<file path="config.mk">
export PLATFORM = sky130hd
export DESIGN_NAME = lock_status_display
export DESIGN_NICKNAME = d
export VERILOG_FILES = /design/src/rtl/lock_status_display.sv
export SDC_FILE = /design/constraint.sdc
export NUM_CORES = 1
export LEC_CHECK = 0
export BUFFER_PORTS_ARGS = -buffer_cell sky130_fd_sc_hd__buf_4
export CORE_MARGIN = 5
export CORE_UTILIZATION = 55
export DETAILED_ROUTE_END_ITERATION = 16
export PLACE_DENSITY_LB_ADDON = 0.25
export SLEW_MARGIN = 20
export SYNTH_ARGS = -nofsm -noshare
export SYNTH_HDL_FRONTEND = slang
export SYNTH_SLANG_ARGS = --single-unit
</file>
<file path="constraint.sdc">
create_clock -name clock -period 2.5 [get_ports clock]
set_clock_uncertainty 0.05 [all_clocks]
set_input_delay 0.25 -clock clock [delete_from_list [all_inputs] [get_ports clock]]
set_output_delay 0.25 -clock clock [all_outputs]
set_load 0.02 [all_outputs]
</file>
<file path="src/rtl/lock_status_display.sv">
// Front-panel status controller for the password lock: result indication with
// self-generated blink rates, failure counting and a latched blocked state.
module lock_status_display #(
    parameter int CLK_HZ       = 50_000_000,
    parameter int FAST_HZ      = 5,
    parameter int SLOW_HZ      = 1,
    parameter int SHOW_SECONDS = 3,
    parameter int NUM_LEDR     = 18,
    parameter int NUM_LEDG     = 9,
    parameter int MAX_TRIALS   = 3
) (
    input  logic                clock,
    input  logic                resetn,
    input  logic                mode,
    input  logic                new_input,
    input  logic                result_valid,
    input  logic [1:0]          result,
    input  logic                clear_block,
    output logic [NUM_LEDR-1:0] ledr,
    output logic [NUM_LEDG-1:0] ledg,
    output logic [6:0]          hex_mode,
    output logic [6:0]          hex_trials,
    output logic [6:0]          hex_msg1,
    output logic [6:0]          hex_msg0,
    output logic                blocked
);

    localparam int FAST_HALF = CLK_HZ / (2 * FAST_HZ);
    localparam int SLOW_HALF = CLK_HZ / (2 * SLOW_HZ);
    localparam int SHOW_CYC  = CLK_HZ * SHOW_SECONDS;
    localparam int FW        = $clog2(MAX_TRIALS + 1);
    localparam int TW        = $clog2(SHOW_CYC + 1);
    localparam int FCW       = $clog2(FAST_HALF + 1);
    localparam int SCW       = $clog2(SLOW_HALF + 1);

    localparam logic [6:0] SEG_OFF = 7'b1111111;
    localparam logic [6:0] SEG_S   = 7'b0010010;
    localparam logic [6:0] SEG_U   = 7'b1000001;
    localparam logic [6:0] SEG_C   = 7'b1000110;
    localparam logic [6:0] SEG_ALL = 7'b0000000;

    typedef enum logic [2:0] {
        ST_IDLE      = 3'd0,
        ST_SHOW_OK   = 3'd1,
        ST_SHOW_FAIL = 3'd2,
        ST_SHOW_SET  = 3'd3,
        ST_BLOCKED   = 3'd4
    } state_t;

    // Active-low seven-segment glyph for a decimal digit.
    function automatic logic [6:0] seg_digit(input logic [3:0] d);
        logic [6:0] g;
        case (d)
            4'd0:    g = 7'b1000000;
            4'd1:    g = 7'b1111001;
            4'd2:    g = 7'b0100100;
            4'd3:    g = 7'b0110000;
            4'd4:    g = 7'b0011001;
            4'd5:    g = 7'b0010010;
            4'd6:    g = 7'b0000010;
            4'd7:    g = 7'b1111000;
            4'd8:    g = 7'b0000000;
            4'd9:    g = 7'b0010000;
            default: g = 7'b1111111;
        endcase
        return g;
    endfunction

    state_t          state_r, state_s;
    logic [FW-1:0]   fail_cnt_r, fail_cnt_s, fail_inc_s;
    logic [TW-1:0]   show_timer_r;
    logic [FCW-1:0]  fast_cnt_r;
    logic [SCW-1:0]  slow_cnt_r;
    logic            fast_phase_r, slow_phase_r;
    logic            mode_q_r;
    logic            enter_show_s, in_show_s, show_done_s, restart_s;
    logic            rv_ok_s, rv_fail_s, rv_set_s;

    assign restart_s   = new_input | (mode != mode_q_r);
    assign rv_ok_s     = result_valid & mode & (result == 2'b00);
    assign rv_fail_s   = result_valid & mode & (result == 2'b01);
    assign rv_set_s    = result_valid & ~mode & (result == 2'b10);
    assign fail_inc_s  = fail_cnt_r + FW'(1);
    assign show_done_s = (show_timer_r >= TW'(SHOW_CYC - 1));

    // Classify the current state as one of the timed result indications.
    always_comb begin
        in_show_s = 1'b0;
        case (state_r)
            ST_SHOW_OK, ST_SHOW_FAIL, ST_SHOW_SET: in_show_s = 1'b1;
            default:                               in_show_s = 1'b0;
        endcase
    end

    // Next-state and failure-count logic, events resolved in priority order.
    always_comb begin
        state_s      = state_r;
        fail_cnt_s   = fail_cnt_r;
        enter_show_s = 1'b0;
        case (state_r)
            ST_IDLE, ST_SHOW_OK, ST_SHOW_FAIL, ST_SHOW_SET: begin
                if (clear_block) begin
                    fail_cnt_s = {FW{1'b0}};
                end else if (rv_ok_s) begin
                    state_s      = ST_SHOW_OK;
                    fail_cnt_s   = {FW{1'b0}};
                    enter_show_s = 1'b1;
                end else if (rv_fail_s) begin
                    if (fail_inc_s == FW'(MAX_TRIALS)) begin
                        state_s    = ST_BLOCKED;
                        fail_cnt_s = FW'(MAX_TRIALS);
                    end else begin
                        state_s      = ST_SHOW_FAIL;
                        fail_cnt_s   = fail_inc_s;
                        enter_show_s = 1'b1;
                    end
                end else if (rv_set_s) begin
                    state_s      = ST_SHOW_SET;
                    enter_show_s = 1'b1;
                end else if (restart_s) begin
                    state_s = ST_IDLE;
                end else if (in_show_s && show_done_s) begin
                    state_s = ST_IDLE;
                end else begin
                    state_s = state_r;
                end
            end
            ST_BLOCKED: begin
                if (clear_block) begin
                    state_s    = ST_IDLE;
                    fail_cnt_s = {FW{1'b0}};
                end else begin
                    state_s = ST_BLOCKED;
                end
            end
            default: begin
                state_s    = ST_IDLE;
                fail_cnt_s = {FW{1'b0}};
            end
        endcase
    end

    // State, failure count and mode history registers.
    always_ff @(posedge clock or negedge resetn) begin
        if (!resetn) begin
            state_r    <= ST_IDLE;
            fail_cnt_r <= {FW{1'b0}};
            mode_q_r   <= 1'b0;
        end else begin
            state_r    <= state_s;
            fail_cnt_r <= fail_cnt_s;
            mode_q_r   <= mode;
        end
    end

    // Display hold timer; holds at its end value if a clear delays the exit.
    always_ff @(posedge clock or negedge resetn) begin
        if (!resetn) begin
            show_timer_r <= {TW{1'b0}};
        end else if (enter_show_s) begin
            show_timer_r <= {TW{1'b0}};
        end else if (in_show_s && !show_done_s) begin
            show_timer_r <= show_timer_r + TW'(1);
        end else if (in_show_s) begin
            show_timer_r <= show_timer_r;
        end else begin
            show_timer_r <= {TW{1'b0}};
        end
    end

    // Fast blink generator, restarted lit on every indication entry.
    always_ff @(posedge clock or negedge resetn) begin
        if (!resetn) begin
            fast_cnt_r   <= {FCW{1'b0}};
            fast_phase_r <= 1'b0;
        end else if (enter_show_s) begin
            fast_cnt_r   <= {FCW{1'b0}};
            fast_phase_r <= 1'b1;
        end else if (fast_cnt_r == FCW'(FAST_HALF - 1)) begin
            fast_cnt_r   <= {FCW{1'b0}};
            fast_phase_r <= ~fast_phase_r;
        end else begin
            fast_cnt_r   <= fast_cnt_r + FCW'(1);
        end
    end

    // Slow blink generator, restarted lit on every indication entry.
    always_ff @(posedge clock or negedge resetn) begin
        if (!resetn) begin
            slow_cnt_r   <= {SCW{1'b0}};
            slow_phase_r <= 1'b0;
        end else if (enter_show_s) begin
            slow_cnt_r   <= {SCW{1'b0}};
            slow_phase_r <= 1'b1;
        end else if (slow_cnt_r == SCW'(SLOW_HALF - 1)) begin
            slow_cnt_r   <= {SCW{1'b0}};
            slow_phase_r <= ~slow_phase_r;
        end else begin
            slow_cnt_r   <= slow_cnt_r + SCW'(1);
        end
    end

    // Indicator decode from registered state; only hex_mode sees an input.
    always_comb begin
        ledr       = {NUM_LEDR{1'b0}};
        ledg       = {NUM_LEDG{1'b0}};
        hex_msg1   = SEG_OFF;
        hex_msg0   = SEG_OFF;
        blocked    = 1'b0;
        hex_trials = seg_digit(4'(fail_cnt_r));
        case (state_r)
            ST_IDLE: begin
                ledr = {NUM_LEDR{1'b0}};
            end
            ST_SHOW_OK: begin
                ledg = {NUM_LEDG{fast_phase_r}};
            end
            ST_SHOW_FAIL: begin
                ledr = {NUM_LEDR{slow_phase_r}};
            end
            ST_SHOW_SET: begin
                hex_msg1 = SEG_S;
                hex_msg0 = SEG_U;
            end
            ST_BLOCKED: begin
                ledr    = {NUM_LEDR{1'b1}};
                ledg    = {NUM_LEDG{1'b1}};
                blocked = 1'b1;
            end
            default: begin
                ledr = {NUM_LEDR{1'b0}};
            end
        endcase
        if (state_r == ST_BLOCKED) begin
            hex_mode = SEG_ALL;
        end else if (mode) begin
            hex_mode = SEG_C;
        end else begin
            hex_mode = SEG_S;
        end
    end

endmodule

</file>
# ---- Word level (Yosys, flattened, before mapping)
# Cells that the tools add are included.
dict set report totals {
  input_bits 8
  elab_cells 93
  out_inout_bits 56
  regBits 84
}
dict set report op_classes {
  n_reduce_logical 12
  addsub 4
  n_eq_ne 18
  order_cmp 1
  muxes 41
  bitwise_logic 9
}
# operator count
set op_table {}
lappend op_table {{$mux W28} 3}
lappend op_table {{$mux W25} 2}
lappend op_table {{$mux W23} 2}
lappend op_table {{$pmux W18 S2} 1}
lappend op_table {{$add A28 B1 Y28 const B} 1}
lappend op_table {{$ge A28 B28 Y1 const B} 1}
lappend op_table {{$pmux W7 S4} 1}
lappend op_table {{$add A25 B1 Y25 const B} 1}
lappend op_table {{$eq A25 B25 Y1 const B} 1}
lappend op_table {{$mux W3} 8}
lappend op_table {{$add A23 B1 Y23 const B} 1}
lappend op_table {{$eq A23 B23 Y1 const B} 1}
lappend op_table {{$mux W7} 3}
lappend op_table {{$pmux W9 S2} 1}
lappend op_table {{$mux W1} 12}
lappend op_table {{$mux W2} 5}
lappend op_table {{$eq A2 B2 Y1 const B} 4}
lappend op_table {{$eq A3 B2 Y1 const B} 2}
lappend op_table {{$mux W6} 1}
lappend op_table {{$ne A6 B6 Y1 const B} 1}
lappend op_table {{$pmux W3 S2} 1}
lappend op_table {{$and A1 B1 Y1} 5}
lappend op_table {{$eq A2 B1 Y1 const B} 2}
lappend op_table {{$logic_not A2 Y1} 2}
lappend op_table {{17 further kinds} 23}

# ---- Depth between registers and ports, before layout
dict set report logic_depth {
  ltp_word 11
  depth_mapped 9
  depth_no_buf 7
}

# ---- Worst setup path after synthesis
# Ideal clock, no wire load.
dict set report synth_path {
  path_type {register -> output}
  startpoint {register state_r[2]}
  endpoint {output port ledr[10]}
  t_arrival_ns 2.003
  path_slack_ns 0.197
  t_required_ns 2.200
  stages_incl_launch_ff 5
  path_buffers 2
  path_cell_list {dfrtp_1 clkbuf_1 mux2_2 nor2_1 buf_4}
}
dict set report synth_between {
  elab_chain_cells 2
  elab_cells_between_ends 3
  cone_classes {eq/ne (2); mux (1)}
}
# element line
set synth_rtl {}
lappend synth_rtl {{from (decl)} 69} ;# state_t state_r, state_s;
lappend synth_rtl {{from (signal assigned)} 150} ;# state_r <= state_s;
lappend synth_rtl {{$eq A3 B3 Y1 or $eq A3 B2 Y1 (tied branches)} 211} ;# case (state_r)
lappend synth_rtl {{$pmux W18 S2 (*)} 211}
lappend synth_rtl {{to (decl)} 19} ;# output logic [NUM_LEDR-1:0] ledr,
# Every way passes the cells marked *; elsewhere a longest branch is shown, timed or not.

# ---- Final worst setup path
dict set report layout_path {
  startpoint {register show_timer_r[0]}
  endpoint {register show_timer_r[14]}
}
dict set report layout_between {
  elab_chain_cells 5
  elab_cells_between_ends 7
  cone_classes {add/sub (1); order compare (1); eq/ne (1); mux (2); reduce/logical (2)}
}
# element line
set layout_rtl {}
lappend layout_rtl {{from (decl)} 71} ;# logic [TW-1:0] show_timer_r;
lappend layout_rtl {{from (signal assigned)} 159} ;# show_timer_r <= {TW{1'b0}};
lappend layout_rtl {{from (signal assigned)} 161} ;# show_timer_r <= {TW{1'b0}};
lappend layout_rtl {{from (signal assigned)} 163} ;# show_timer_r <= show_timer_r + TW'(1);
lappend layout_rtl {{$ge A28 B28 Y1} 84} ;# assign show_done_s = (show_timer_r >= TW'(SHOW_CYC - 1));
lappend layout_rtl {{$logic_not A1 Y1} 162} ;# end else if (in_show_s && !show_done_s) begin
lappend layout_rtl {{$logic_and A1 B1 Y1} 162}
lappend layout_rtl {{$mux W28} 162}
lappend layout_rtl {{$mux W28} 160} ;# end else if (enter_show_s) begin
# Parallel ways exist; a longest one is shown, timed or not.
# A chain may end at the register's enable or synchronous reset.

==> reports/metrics.yaml <==
fill_cells: 714
h-tree-depth: 3
finalHoldViolations: 0
power_switching_mw: 1.00
critPathBufInv: 1
p_comb_share_pct: 18.4
grt_start_max_net_pins: 44
arrival_ps: 2500
status: "finished clean"
tritoncts: "done"
hold_slack_ps: 9.09
syn_inst: 546
r2r-start: "show_timer_r[0]$_DFFE_PN0P_"
num_io_pins: 64
diodes: 0
rsz0062_at_grt: "no"
cp_max_fo: 20
clk_path_buf_depth: 2
total_power_mw: 3.31
slowest_stage: "or4_1"
worstSetupStartpoint: "show_timer_r[0]$_DFFE_PN0P_"
gr-usage-all-layers_pct: 18.8
route.met2.wl_mm: 4.71
clock_sinks: 84
gp_congestion: 0.828
dp_hpwl_mm: 6.90
drtIter0Drc: 270
ys_types: 45
syn_avg_cell_area_um2: 8.98
worstSetupEndpointType: "register"
p_sw_share_pct: 30.4
post_drt_wl_per_cell_um: 14.7
synth-seq-cells: 84
max_freq_mhz: 442
final_antenna_net_count: 0
drt-met1-wl_mm: 4.48
drc: 0
layout.cells.non_filler: 679
holdCritStartpoint: "mode"
routed-via-count: 3897
postSynth.asyncResetShare_pct: 100
r2r_setup_slack_ps: 240
drive_gt1_share_pct: 16.6
die_w_um: 104
initial_utilization_pct: 56.2
wirelength_mm: 9.99
synth_compound_area_share_pct: 9.65
synth.top_cell.area_share_pct: 42.9
ir_drop_uv: 280
cts_made_buffers: 9
clk_latency_ps: 360
min_period_over_period_pct: 90.5
antenna_found_initial: 0
synth.yosys.warnings: 0
maxCapViolations: 0
die_area_um2: 10900
leakage_nw: 2.35
path_clk_slew_ps: 90
synth.largest_area_cell: "dfrtp_1"
p_int_mw: 2.30
yosys.area_share.simple_pct: 26.7
grt_pass1_vias: 3758
slew_violations: 0
synth_xor_area_share_pct: 8.58
dr.pass1.iters: 5
synth_edf_count: 0
required_ps: 2740
io_buffers: 55
core-area_um2: 8720
area_growth_pct: 10.6
yosys.area_share.adder_pct: 1.79
power_frac_seq_pct: 48.1
grt_pass1_wl_mm: 17.5
top_layer: "met4"
wl_met3_um: 653
setup_viol: 0
mostFrequentLayoutCell: "dfrtp_1"
placedCellCount: 660
slew_headroom_pct: 56.3
synthMuxAreaShare_pct: 0.638
slowest_delay_ps: 490
yosys-top-cells-area: "dfrtp_1 (43%), buf_4 (6.7%), nor2_1 (5.6%)"
synth_flop_cell: "dfrtp_1"
final_util_pct: 62.2
synth_top_family_by_area: "simple AND/OR/NAND/NOR gates"
die_y_um: 104
final_nets: 581
grt_overflow: 0
syn_area_um2: 4900
ys_seq_area_share_pct: 42.9
p_per_area_nw_per_um2: 610
start_kind: "register"
routed_via_density: 5.74
fin_tns_setup_ps: 0
critical-path-top-delay-family: "simple AND/OR/NAND/NOR gates"
hold_class: "input pin to register"
std_cell_rows: 34
cts_root_buf: "clkbuf_8"
p_clk_share_pct: 33.5
mostFrequentLayoutCells: "dfrtp_1 (84), nor2_1 (72), buf_4 (64)"
crit_chain: "ha_1 -> and3_1 -> a311oi_2 -> nor3_2 -> buf_12 -> or4_1 -> a21oi_1"
worst_pin_slew_ps: 651
path_class: "register to register"
final.min_clock_period_ps: 2260
==> per-stage QoR <==
step                      setup WS [ps]  instance area (µm²)
after floorplan                     197                 4920
after global placement              252                 5170
after detailed placement            136                 5170
after CTS                           110                 5400
after global routing               89.4                 5420
final                               237                 5420
==> cell families after synthesis <==
group / after synthesis
adders and majority gates: 7
AOI/OAI and AO/OA: 73
other: 2
DFF: 84
buffers and inverters: 77
xor gates and xnor gates: 48
and+or+nand+nor: 252
muxes: 3
==> synth_stat cells, types with 7 or more instances <==
library cell  instances
a21oi_1              19
and3_1                8
and4_1                9
buf_4                44
clkbuf_1             14
dfrtp_1              84
ha_1                  7
inv_1                12
nand2_1              42
nand3_1              23
nand4_1              21
nor2_1               73
nor3_1               11
nor4_1               10
o211ai_1             12
o21ai_0              20
or3_1                 9
or4_1                16
xnor2_1              27
xor2_1               21
==> what timing repair did <==
action | 4_1_cts | 5_1_grt
buffers inserted | 0 | 2
hold buffers | 1 | 0
setup endpoints to repair | 0 | 3
gates resized for setup | 0 | 1
hold endpoints to repair | 42 | 0
==> area by class of cell <==
class                           instances  area (µm²)  area share, %
Clock inverter                          7         104           1.92
Clock buffer                            9         124           2.28
Inverter                               12        45.0          0.831
Tap cell                              108         135           2.49
Multi-Input combinational cell        391        2360           43.5
Sequential cell                        84        2100           38.8
Timing Repair Buffer                   68         551           10.2
==> power groups by stage <==
| stage | Sequential (mW) | Combinational (mW) | Clock [mW] |
|---|---|---|---|
| 2_1_floorplan | 1.59 | 0.468 | 0 |
| 3_3_place_gp | 1.60 | 0.590 | 0 |
| 3_5_place_dp | 1.61 | 0.615 | 0 |
| 4_1_cts | 1.59 | 0.617 | 1.14 |
| 5_1_grt | 1.61 | 0.683 | 1.20 |
| 6_report | 1.59 | 0.608 | 1.11 |
==> worst register-to-register path: stages, from the launching register on <==
cell and delay, ps:
dfrtp_1 430, ha_1 240, and3_1 180, a311oi_2 320, nor3_2 160, buf_12 180
or4_1 500, a21oi_1 140
==> flip-flops by register name, summed over array words and instances (netlist names) <==
name	cells
fail_cnt_r	2
state_r	3
slow_cnt_r	25
fast_cnt_r	23
fast_phase_r	1
mode_q_r	1
show_timer_r	28
slow_phase_r	1
==> final timing paths <==
check / end / depth (start not counted)
max: show_timer_r[14]$_DFFE_PN0P_ / 7
min: mode_q_r$_DFF_PN0_ / 1
max reg2reg: show_timer_r[14]$_DFFE_PN0P_ / 7
min reg2reg: slow_cnt_r[0]$_DFF_PN0_ / 1
max in group asynchronous: slow_cnt_r[23]$_DFF_PN0_ / 3
min in group asynchronous: show_timer_r[27]$_DFFE_PN0P_ / 2
==> layer usage <==
| layer | global-route usage [%] | up-vias |
|---|---|---|
| li1 | - | 1905 |
| met1 | 25.7 | 1865 |
| met2 | 29.8 | 113 |
| met3 | 4.53 | 14 |
| met4 | 5.46 | 0 |
| met5 | 0 | - |
No activity file was read; power rests on OpenSTA's default activity.
